==> config.mk <==
export PLATFORM = sky130hd
export DESIGN_NAME = pla_pipe_eval
export DESIGN_NICKNAME = d
export VERILOG_FILES = /design/src/rtl/pla_pkg.sv /design/src/rtl/pla_term_match.sv /design/src/rtl/pla_pipe_eval.sv
export SDC_FILE = /design/constraint.sdc
export NUM_CORES = 1
export LEC_CHECK = 0
export ABC_AREA = 1
export BUFFER_PORTS_ARGS = -buffer_cell sky130_fd_sc_hd__buf_2
export CELL_PAD_IN_SITES_DETAIL_PLACEMENT = 1
export CELL_PAD_IN_SITES_GLOBAL_PLACEMENT = 1
export CORE_ASPECT_RATIO = 1.75
export CORE_MARGIN = 3
export CORE_UTILIZATION = 40
export CTS_CLUSTER_DIAMETER = 150
export DETAILED_ROUTE_END_ITERATION = 8
export PLACE_DENSITY_LB_ADDON = 0.25
export SYNTH_ARGS = -nofsm -noshare
export SYNTH_HDL_FRONTEND = slang
export SYNTH_SLANG_ARGS = --single-unit
export TNS_END_PERCENT = 50
==> constraint.sdc <==
create_clock -name clk -period 5.08 [get_ports clk]
set_input_delay 0.508 -clock clk [delete_from_list [all_inputs] [get_ports clk]]
set_output_delay 0.508 -clock clk [all_outputs]
set_load 0.02 [all_outputs]
==> src/rtl/pla_pkg.sv <==
// Shared types and constants for the programmable PLA evaluator.
// Literal encoding per input: {care, pol}; care=0 ignores the input.
package pla_pkg;

    typedef enum logic {
        INIT = 1'b0,
        RUN  = 1'b1
    } state_t;

    localparam logic [1:0] LIT_DC  = 2'b00;
    localparam logic [1:0] LIT_NEG = 2'b10;
    localparam logic [1:0] LIT_POS = 2'b11;

    // Index width for a table of n entries (at least one bit).
    function automatic int idx_w(input int n);
        int w;
        w = 1;
        while ((1 << w) < n) w++;
        return w;
    endfunction

endpackage

==> src/rtl/pla_term_match.sv <==
// Combinational literal match of one product term against the input vector.
// Mask-based enabling is applied by the caller, not here.
module pla_term_match
    import pla_pkg::*;
#(
    parameter int N_IN = 8
) (
    input  logic [2*N_IN-1:0] i_cube,
    input  logic [N_IN-1:0]   i_vec,
    output logic              o_match
);

    always_comb begin
        o_match = 1'b1;
        for (int i = 0; i < N_IN; i++) begin
            if (i_cube[2*i+1] && (i_cube[2*i +: 2] != (i_vec[i] ? LIT_POS : LIT_NEG)))
                o_match = 1'b0;
        end
    end

endmodule

==> src/rtl/pla_pipe_eval.sv <==
// Run-time programmable sum-of-products evaluator: term table, INIT/RUN sweep FSM,
// and a two-stage valid/ready pipeline (hit vector, then OR of matching masks).
module pla_pipe_eval
    import pla_pkg::*;
#(
    parameter int N_IN   = 8,
    parameter int N_OUT  = 16,
    parameter int N_TERM = 32,
    parameter int IDXW   = idx_w(N_TERM)
) (
    input  logic              clk,
    input  logic              rst_n,
    input  logic              in_valid,
    output logic              in_ready,
    input  logic [N_IN-1:0]   in_vec,
    output logic              out_valid,
    input  logic              out_ready,
    output logic [N_OUT-1:0]  out_vec,
    output logic              out_hit,
    input  logic              cfg_we,
    input  logic              cfg_clr,
    output logic              cfg_ready,
    input  logic [IDXW-1:0]   cfg_idx,
    input  logic [2*N_IN-1:0] cfg_cube,
    input  logic [N_OUT-1:0]  cfg_mask,
    output state_t            dbg_state
);

    // Handshake: a transfer happens on a rising edge where valid & ready are both high;
    // ready may depend on valid-side inputs, valid never depends on ready.
    state_t              r_state;
    logic [IDXW-1:0]     r_cnt;
    logic [2*N_IN-1:0]   r_cube [N_TERM];
    logic [N_OUT-1:0]    r_mask [N_TERM];
    logic                r_s1_valid;
    logic [N_TERM-1:0]   r_s1_hit;
    logic                r_s2_valid;
    logic [N_OUT-1:0]    r_s2_vec;
    logic                r_s2_hit;

    logic [N_TERM-1:0]   w_lit_match;
    logic [N_TERM-1:0]   w_hit;
    logic [N_OUT-1:0]    w_or;
    logic                w_adv;
    logic                w_in_fire;
    logic                w_cfg_write;

    for (genvar g = 0; g < N_TERM; g++) begin : g_term
        pla_term_match #(.N_IN(N_IN)) u_match (
            .i_cube (r_cube[g]),
            .i_vec  (in_vec),
            .o_match(w_lit_match[g])
        );
        assign w_hit[g] = w_lit_match[g] & (|r_mask[g]);
    end

    assign w_adv       = ~r_s2_valid | out_ready;
    assign in_ready    = (r_state == RUN) & ~cfg_we & ~cfg_clr & w_adv;
    assign cfg_ready   = (r_state == RUN) & ~r_s1_valid & ~r_s2_valid;
    assign w_in_fire   = in_valid & in_ready;
    assign w_cfg_write = cfg_we & ~cfg_clr & cfg_ready;

    always_comb begin
        w_or = '0;
        for (int t = 0; t < N_TERM; t++) begin
            if (r_s1_hit[t]) w_or = w_or | r_mask[t];
        end
    end

    // Table storage is not reset; the INIT sweep clears it one term per cycle.
    always_ff @(posedge clk) begin
        if (r_state == INIT) begin
            r_cube[r_cnt] <= '0;
            r_mask[r_cnt] <= '0;
        end else if (w_cfg_write) begin
            r_cube[cfg_idx] <= cfg_cube;
            r_mask[cfg_idx] <= cfg_mask;
        end
    end

    always_ff @(posedge clk or negedge rst_n) begin
        if (!rst_n) begin
            r_state <= INIT;
            r_cnt   <= '0;
        end else begin
            case (r_state)
                INIT: begin
                    r_cnt <= r_cnt + 1'b1;
                    if (r_cnt == IDXW'(N_TERM - 1)) r_state <= RUN;
                end
                RUN: begin
                    if (cfg_clr & cfg_ready) begin
                        r_state <= INIT;
                        r_cnt   <= '0;
                    end
                end
                default: r_state <= INIT;
            endcase
        end
    end

    // Data registers only load when a valid item moves into them.
    always_ff @(posedge clk or negedge rst_n) begin
        if (!rst_n) begin
            r_s1_valid <= 1'b0;
            r_s1_hit   <= '0;
            r_s2_valid <= 1'b0;
            r_s2_vec   <= '0;
            r_s2_hit   <= 1'b0;
        end else if (w_adv) begin
            r_s1_valid <= w_in_fire;
            if (w_in_fire) r_s1_hit <= w_hit;
            r_s2_valid <= r_s1_valid;
            if (r_s1_valid) begin
                r_s2_vec <= w_or;
                r_s2_hit <= |r_s1_hit;
            end
        end
    end

    assign out_valid = r_s2_valid;
    assign out_vec   = r_s2_vec;
    assign out_hit   = r_s2_hit;
    assign dbg_state = r_state;

endmodule
==> results of run 1 <==
==> path summary, 6_finish.rpt <==
| path | to | slack [ps] | depth (start not counted) |
|---|---|---|---|
| min in group asynchronous | r_s1_hit[3] | 300 | 2 |
| max in group asynchronous | out_vec[5] | 3720 | 3 |
| worst min-delay path | r_cube[0][0] | 230 | 3 |
| worst max-delay path | r_mask[5][10] | 1220 | 6 |
| worst min register to register | out_vec[4] | 470 | 2 |
| worst max register to register | r_mask[5][10] | 1220 | 6 |
==> stage by stage <==
step	cells	setup slack (ps)	utilization	power [mW]	hold WS, ps
final	5782	1220	0.455	23.5	229
after global routing	5781	1020	0.455	24.5	208
after CTS	5781	1210	0.455	23.7	175
after detailed placement	5597	1200	0.425	16.0	461
after global placement	5597	1320	0.425	15.9	463
after floorplan	4157	1940	-	13.8	212
==> metal layers <==
metal,vias up,GRT usage,share of wire
met5,-,0,0
met3,228,0.0310,0.038
met4,0,0.0951,0.040
met1,15100,0.266,0.37
met2,639,0.460,0.55
li1,13800,-,-
==> critical path, delay by kind of cell, from the launching register on <==
| family | cells | cell delay (ps) |
|---|---|---|
| AND/OR/NAND/NOR | 4 | 2210 |
| buffers and inverters | 1 | 150 |
| AO/OA/AOI/OAI | 1 | 510 |
| flip-flops | 1 | 560 |
==> cells in the mapped netlist, drive strengths merged <==
cell	count	area, um2
a21oi	33	165
buf	17	80.1
clkbuf	113	424
clkinv	3	11.3
dfrtp	57	1430
edfxtp	1024	30700
ha	2	25.0
inv	128	480
nand2	1636	6150
nand3	207	1090
nand4	2	18.8
nor2	776	2930
nor3	1	5.00
o21ai	49	245
o22ai	2	12.5
or2	106	663
xor2	1	8.76
==> cell type report <==
class,count,area share
multi-input combinational,2815,0.234
sequential,1081,0.641
inverter,131,0.00980
clock inverter,59,0.0129
timing repair buffer,104,0.0121
tap,1467,0.0366
antenna,1,0.0000499
clock buffer,124,0.0531
==> repair_timing <==
action | CTS | global route
resized for setup | 0 | 0
hold buffers | 1 | 0
endpoints found under the hold margin | 15 | 0
endpoints found under the setup margin | 0 | 0
==> kinds of logic (layout without fill, tap and decap cells) <==
logic type,count (synthesis),in the layout,synth area share
buf+inv,261,418,0.0224
fa+ha+maj,2,2,0.000563
flops,1081,1081,0.723
other cells,0,1,0
compound gates,84,84,0.00951
simple gates,2728,2728,0.244
xor+xnor,1,1,0.000197
==> state kept, by name, summed over array words and instances, names as in the netlist, 5 cells and up <==
signal / cells
out_vec: 16
r_cnt: 5
r_mask: 512
r_cube: 512
r_s1_hit: 32
==> power by group <==
group | internal [mW] | total (mW) | switching, mW | leakage, nW
combinational | 1.01 | 4.08 | 3.08 | 7.58
clock | 4.38 | 7.74 | 3.36 | 1.61
sequential | 10.8 | 11.7 | 0.879 | 10.3
total | 16.2 | 23.5 | 7.32 | 19.5
==> impl_results.md, run 1 <==
* Status: complete, no violations
* Port Buffers at 71
* Initial antenna violation count at 2
* Post-Synthesis Cell Area at 0.0445 mm2
* 1st-iter DRT viols at 1981
* # rows at 161
* Routed len/inst at 23.8 um
* Min-delay src: cfg_cube[0]
* Core box area at 0.110 mm2
* Final hold vios at 0
* Flip-flop and latch area at 0.0322 mm2
* Reg2reg start: dbg_state
* Critical path arrival at 4150 ps
* Post-CTS setup buffer count at 0
* Worst-skew pair later-pin latency at 690 ps
* Register bit total from synthesis at 1081
* VDD IR-drop max at 318 uV
* Max stage delay on crit path at 1030 ps
* Synthesized area per cell at 10.7 um2
* Area Growth Syn to Fin at 12.8%
* Antenna Nets Post-Route at 0
* Final wirelength at 138000 um
* H-tree depth at 3
* Slowest CP cell: nor2_4
* Commonest non-fill, non-tap cell in the layout: nand2_1
* Fin crit period at 3860 ps
* Fin crit share at 0.759
* Cell area power density at 468 mW/mm2
* Startpoint types: flop
* Die Span Y at 447 um
* Max Root-Sink Buffers at 3
* RSZ-0062 raised after global routing: no
* Crit end category: flop
* Unique masters post-synth at 26
* Via/cell ratio at 5.15
* Hold WC Path Type: input port to flop
* First-pass GRT wire length at 200000 um
* Via count at 29800
* Layout cells sized above 1 at 0.102
* Fillcell total at 12000
* Die X at 258 um
* Sink Count at 1081
* CTS tree: done
* Detailed Place HPWL at 91300 um
* Pre-Repair DR Iteration Count at 5
* Worst path required time at 5380 ps
* Max-slew headroom at 0.167
* Most frequent cells in the layout: nand2_1 (1635), edfxtp_1 (1024), nor2_1 (708), nand3_1 (197), inv_1 (127)
* Sequential fraction of the synthesis area at 0.723
* Largest net degree at the start of global routing at 65
* Yosys Warn Count at 0
* Worst Setup SP: dbg_state
* Clock Pin Slew Worst Setup and Hold Paths at 70 ps
* DRC Markers at 0
* Post-synthesis cell count at 4157
* CP Cell Sequence: inv_2 -> nor2_2 -> nand3_4 -> o21ai_1 -> nand3_1 -> nor2_4
* Clock skew at 23.4 ps
* Cts bufs inserted at 98
* Vias in the first global route at 31800
* Final instance area at 0.0502 mm2
* Peak Freq at 259 MHz
* Syn Nets at 4210
* Area after DPL at 0.0469 mm2
* I/O pin count at 72
* Total Nets Final at 4284
* Starting Density at 0.404
* Critical path class: flop to flop
* Die ar. at 0.115 mm2
* Tot GR Track Use at 0.240
* Final setup violation count at 0
* Gr ovfl total at 0
* Crit Path Max Fanout at 32
* Root Buffer: clkbuf_16
* Worst Max-Slew Pin Slew at 1250 ps
* Post-route setup TNS at 0 ps
* Routability cong. at 0.832
* Max Cap Viol at 0
* Leakage power at 19.5 nW
* Area of the multi-input gates at 0.0118 mm2
* Max Slew Vio Count at 0
Note: power is estimated with default switching activity, not from simulation.
==> run 2, diff against run 1 <==
==> constraint.sdc (replaced) <==
create_clock -name clk -period 3.43 [get_ports clk]
set_input_delay 0.343 -clock clk [delete_from_list [all_inputs] [get_ports clk]]
set_output_delay 0.343 -clock clk [all_outputs]
set_load 0.02 [all_outputs]
==> run 2 against run 1 <==
Net effect: die area stayed put; critical path depth is 1 higher; clock-buffer cell count is 1 higher; final cell count is 0.93% higher; via count is 0.29% higher; largest power group unchanged; clock skew is 2.1 ps lower; register-to-register slack worse by 960 ps.
==> impl_results.md, run 2 (synthesized netlist as in run 1, its figures left out) <==
* Sink Count at 1081 (unchanged)
* Final wirelength at 138000 um (+0.51%)
* Crit path max-delay family: simple AND/OR/NAND/NOR gates
* WHS Path Cells at 3 (unchanged)
* Die Span Y at 447 um (unchanged)
* I/O pin count at 72 (unchanged)
* Routability cong. at 0.847 (+1.8%)
* RSZ-0062 raised after global routing: no
* Detailed Place HPWL at 91200 um (-0.13%)
* VDD IR-drop max at 440 uV (+39%)
* Antenna Nets Post-Route at 0 (unchanged)
* Core box area at 0.110 mm2 (unchanged)
* # rows at 161 (unchanged)
* Commonest non-fill, non-tap cell in the layout: nand2_1
* Pre-Repair DR Iteration Count at 5 (unchanged)
* Initial antenna violation count at 2 (unchanged)
* Final setup violation count at 0 (unchanged)
* Critical path arrival at 3490 ps (-660 ps)
* Comb power frac at 0.182 (+0.008)
* Max Slew Vio Count at 0 (unchanged)
* Bufs and invs on worst path at 2 (+1)
* Crit end category: flop
* Root Buffer: clkbuf_16
* Switching part of the total at 0.315 (+0.00353)
* Startpoint types: flop
* Die X at 258 um (unchanged)
* CTS tree: done
* Worst-skew pair later-pin latency at 710 ps (+20 ps)
* Worst path required time at 3760 ps (-1620 ps)
* Die ar. at 0.115 mm2 (unchanged)
* Worst Max-Slew Pin Slew at 1150 ps (-98.0 ps)
* 1st-iter DRT viols at 1877 (-5.2%)
* Most frequent cells in the layout: nand2_1 (1635), edfxtp_1 (1024), nor2_1 (709), nand3_1 (197), inv_1 (127)
* Port Buffers at 71 (unchanged)
* Post-route setup TNS at 0 ps (unchanged)
* Gr ovfl total at 0 (unchanged)
* Starting Density at 0.404 (unchanged)
* Final Power at 34.6 mW (+47%)
* Final hold vios at 0 (unchanged)
* Max Cap Viol at 0 (unchanged)
* Fin crit period at 3160 ps (-694 ps)
* H-tree depth at 3 (unchanged)
* Cell area power density at 684 mW/mm2 (+46%)
* Routed len/inst at 23.7 um (-0.42%)
* Internal power at 23.7 mW (+47%)
* Via/cell ratio at 5.12 (-0.64%)
* First-pass GRT wire length at 201000 um (+0.69%)
* Crit Path Max Fanout at 32 (unchanged)
* DRC Markers at 0 (unchanged)
* Vias in the first global route at 31800 (-0.072%)
* Worst R2R Path Depth at 7 (+1)
* Sw power at 10.9 mW (+49%)
* Hold slack final at 77.6 ps (-152 ps)
* CP Cell Sequence: inv_2 -> nor2_2 -> nand3_4 -> o21ai_1 -> nand3_1 -> nor2_4 -> buf_4
* Peak Freq at 316 MHz (+22%)
* Max Root-Sink Buffers at 3 (unchanged)
* Layout cells sized above 1 at 0.113 (+0.0109)
* Status: complete, no violations
* Hold WC Path Type: input port to flop
* Leakage power at 19.8 nW (+1.4%)
* Tot GR Track Use at 0.241 (+0.00123)
* Clock Pin Slew Worst Setup and Hold Paths at 70 ps (about the same)
* Seq pwr share at 0.496 (about the same)
* Clock group share of total power at 0.322 (-0.007)
* Worst path depth at 7 (+1)
* Critical path class: flop to flop
* Top flop regs: r_cube: 512 flops, r_mask: 512 flops, r_s1_hit: 32 flops
* Max-slew headroom at 0.232 (+0.0654)
* Area Growth Syn to Fin at 13.8%
* Slowest CP cell: dfrtp_1
* Largest net degree at the start of global routing at 56 (-14%)
* Total Nets Final at 4338 (+1.3%)
* Max stage delay on crit path at 530 ps (-500 ps)
* Fin crit share at 0.923 (+0.163)
* Cts bufs inserted at 98 (unchanged)
* Via count at 29900 (+0.29%)
* Clock skew at 21.4 ps (-2.07 ps)
## run 2: timing repair
| action | 4_1_cts | 5_1_grt |
|---|---|---|
| buffers inserted | 0 | 0 |
| setup endpoints to repair | 0 | 0 |
| hold endpoints to repair | 47 | 0 |
| resized for setup | 0 | 0 |
| hold buffers | 2 | 0 |
## run 2: layer usage
layer / global-route usage / vias up / routed length (um)
li1: - / 13900 / -
met1: 0.267 / 15100 / 52500
met2: 0.465 / 592 / 75600
met3: 0.0293 / 233 / 4820
met4: 0.0935 / 2 / 5350
met5: 0 / - / 9
## run 2: final timing paths
check / start / slack, ps / to
worst max-delay path: dbg_state / 270 / r_mask[0][3]
worst min-delay path: cfg_cube[3] / 80 / r_cube[1][3]
worst max register to register: dbg_state / 270 / r_mask[0][3]
worst min register to register: out_vec[1] / 480 / out_vec[1]
max in group asynchronous: rst_n / 2320 / r_s1_hit[17]
min in group asynchronous: rst_n / 380 / r_s1_hit[2]
## run 2: area by class of cell
type,count,area (um2)
clock inverter,58,559
timing repair buffer,158,1140
fill,12000,59600
inverter,131,492
antenna,1,2.50
multi-input combinational,2815,11800
tap,1467,1840
clock buffer,125,2660
sequential,1081,32200
## run 2: power groups by stage
stage	logic [mW]	clock network, mW	registers [mW]
6_report	6.30	11.2	17.2
5_1_grt	6.92	11.9	17.3
4_1_cts	6.45	11.4	17.2
3_5_place_dp	6.41	0	17.5
3_3_place_gp	6.26	0	17.4
2_1_floorplan	3.67	0	16.8
## run 2: through the flow
stage          utilization  setup slack (ps)  std cells  instance area [um2]
2_1_floorplan            -               294       4157                44500
3_3_place_gp         0.430               390       5650                47400
3_5_place_dp         0.430               272       5650                47400
4_1_cts              0.459               260       5835                50600
5_1_grt              0.459              85.6       5836                50600
6_report             0.459               266       5836                50600
## run 2: worst reg2reg max path, cell delays in order (launching register included)
cell and delay, ps:
dfrtp_1 530, inv_2 150, nor2_2 160, nand3_4 340, o21ai_1 400, nand3_1 500, nor2_4 200, buf_4 480
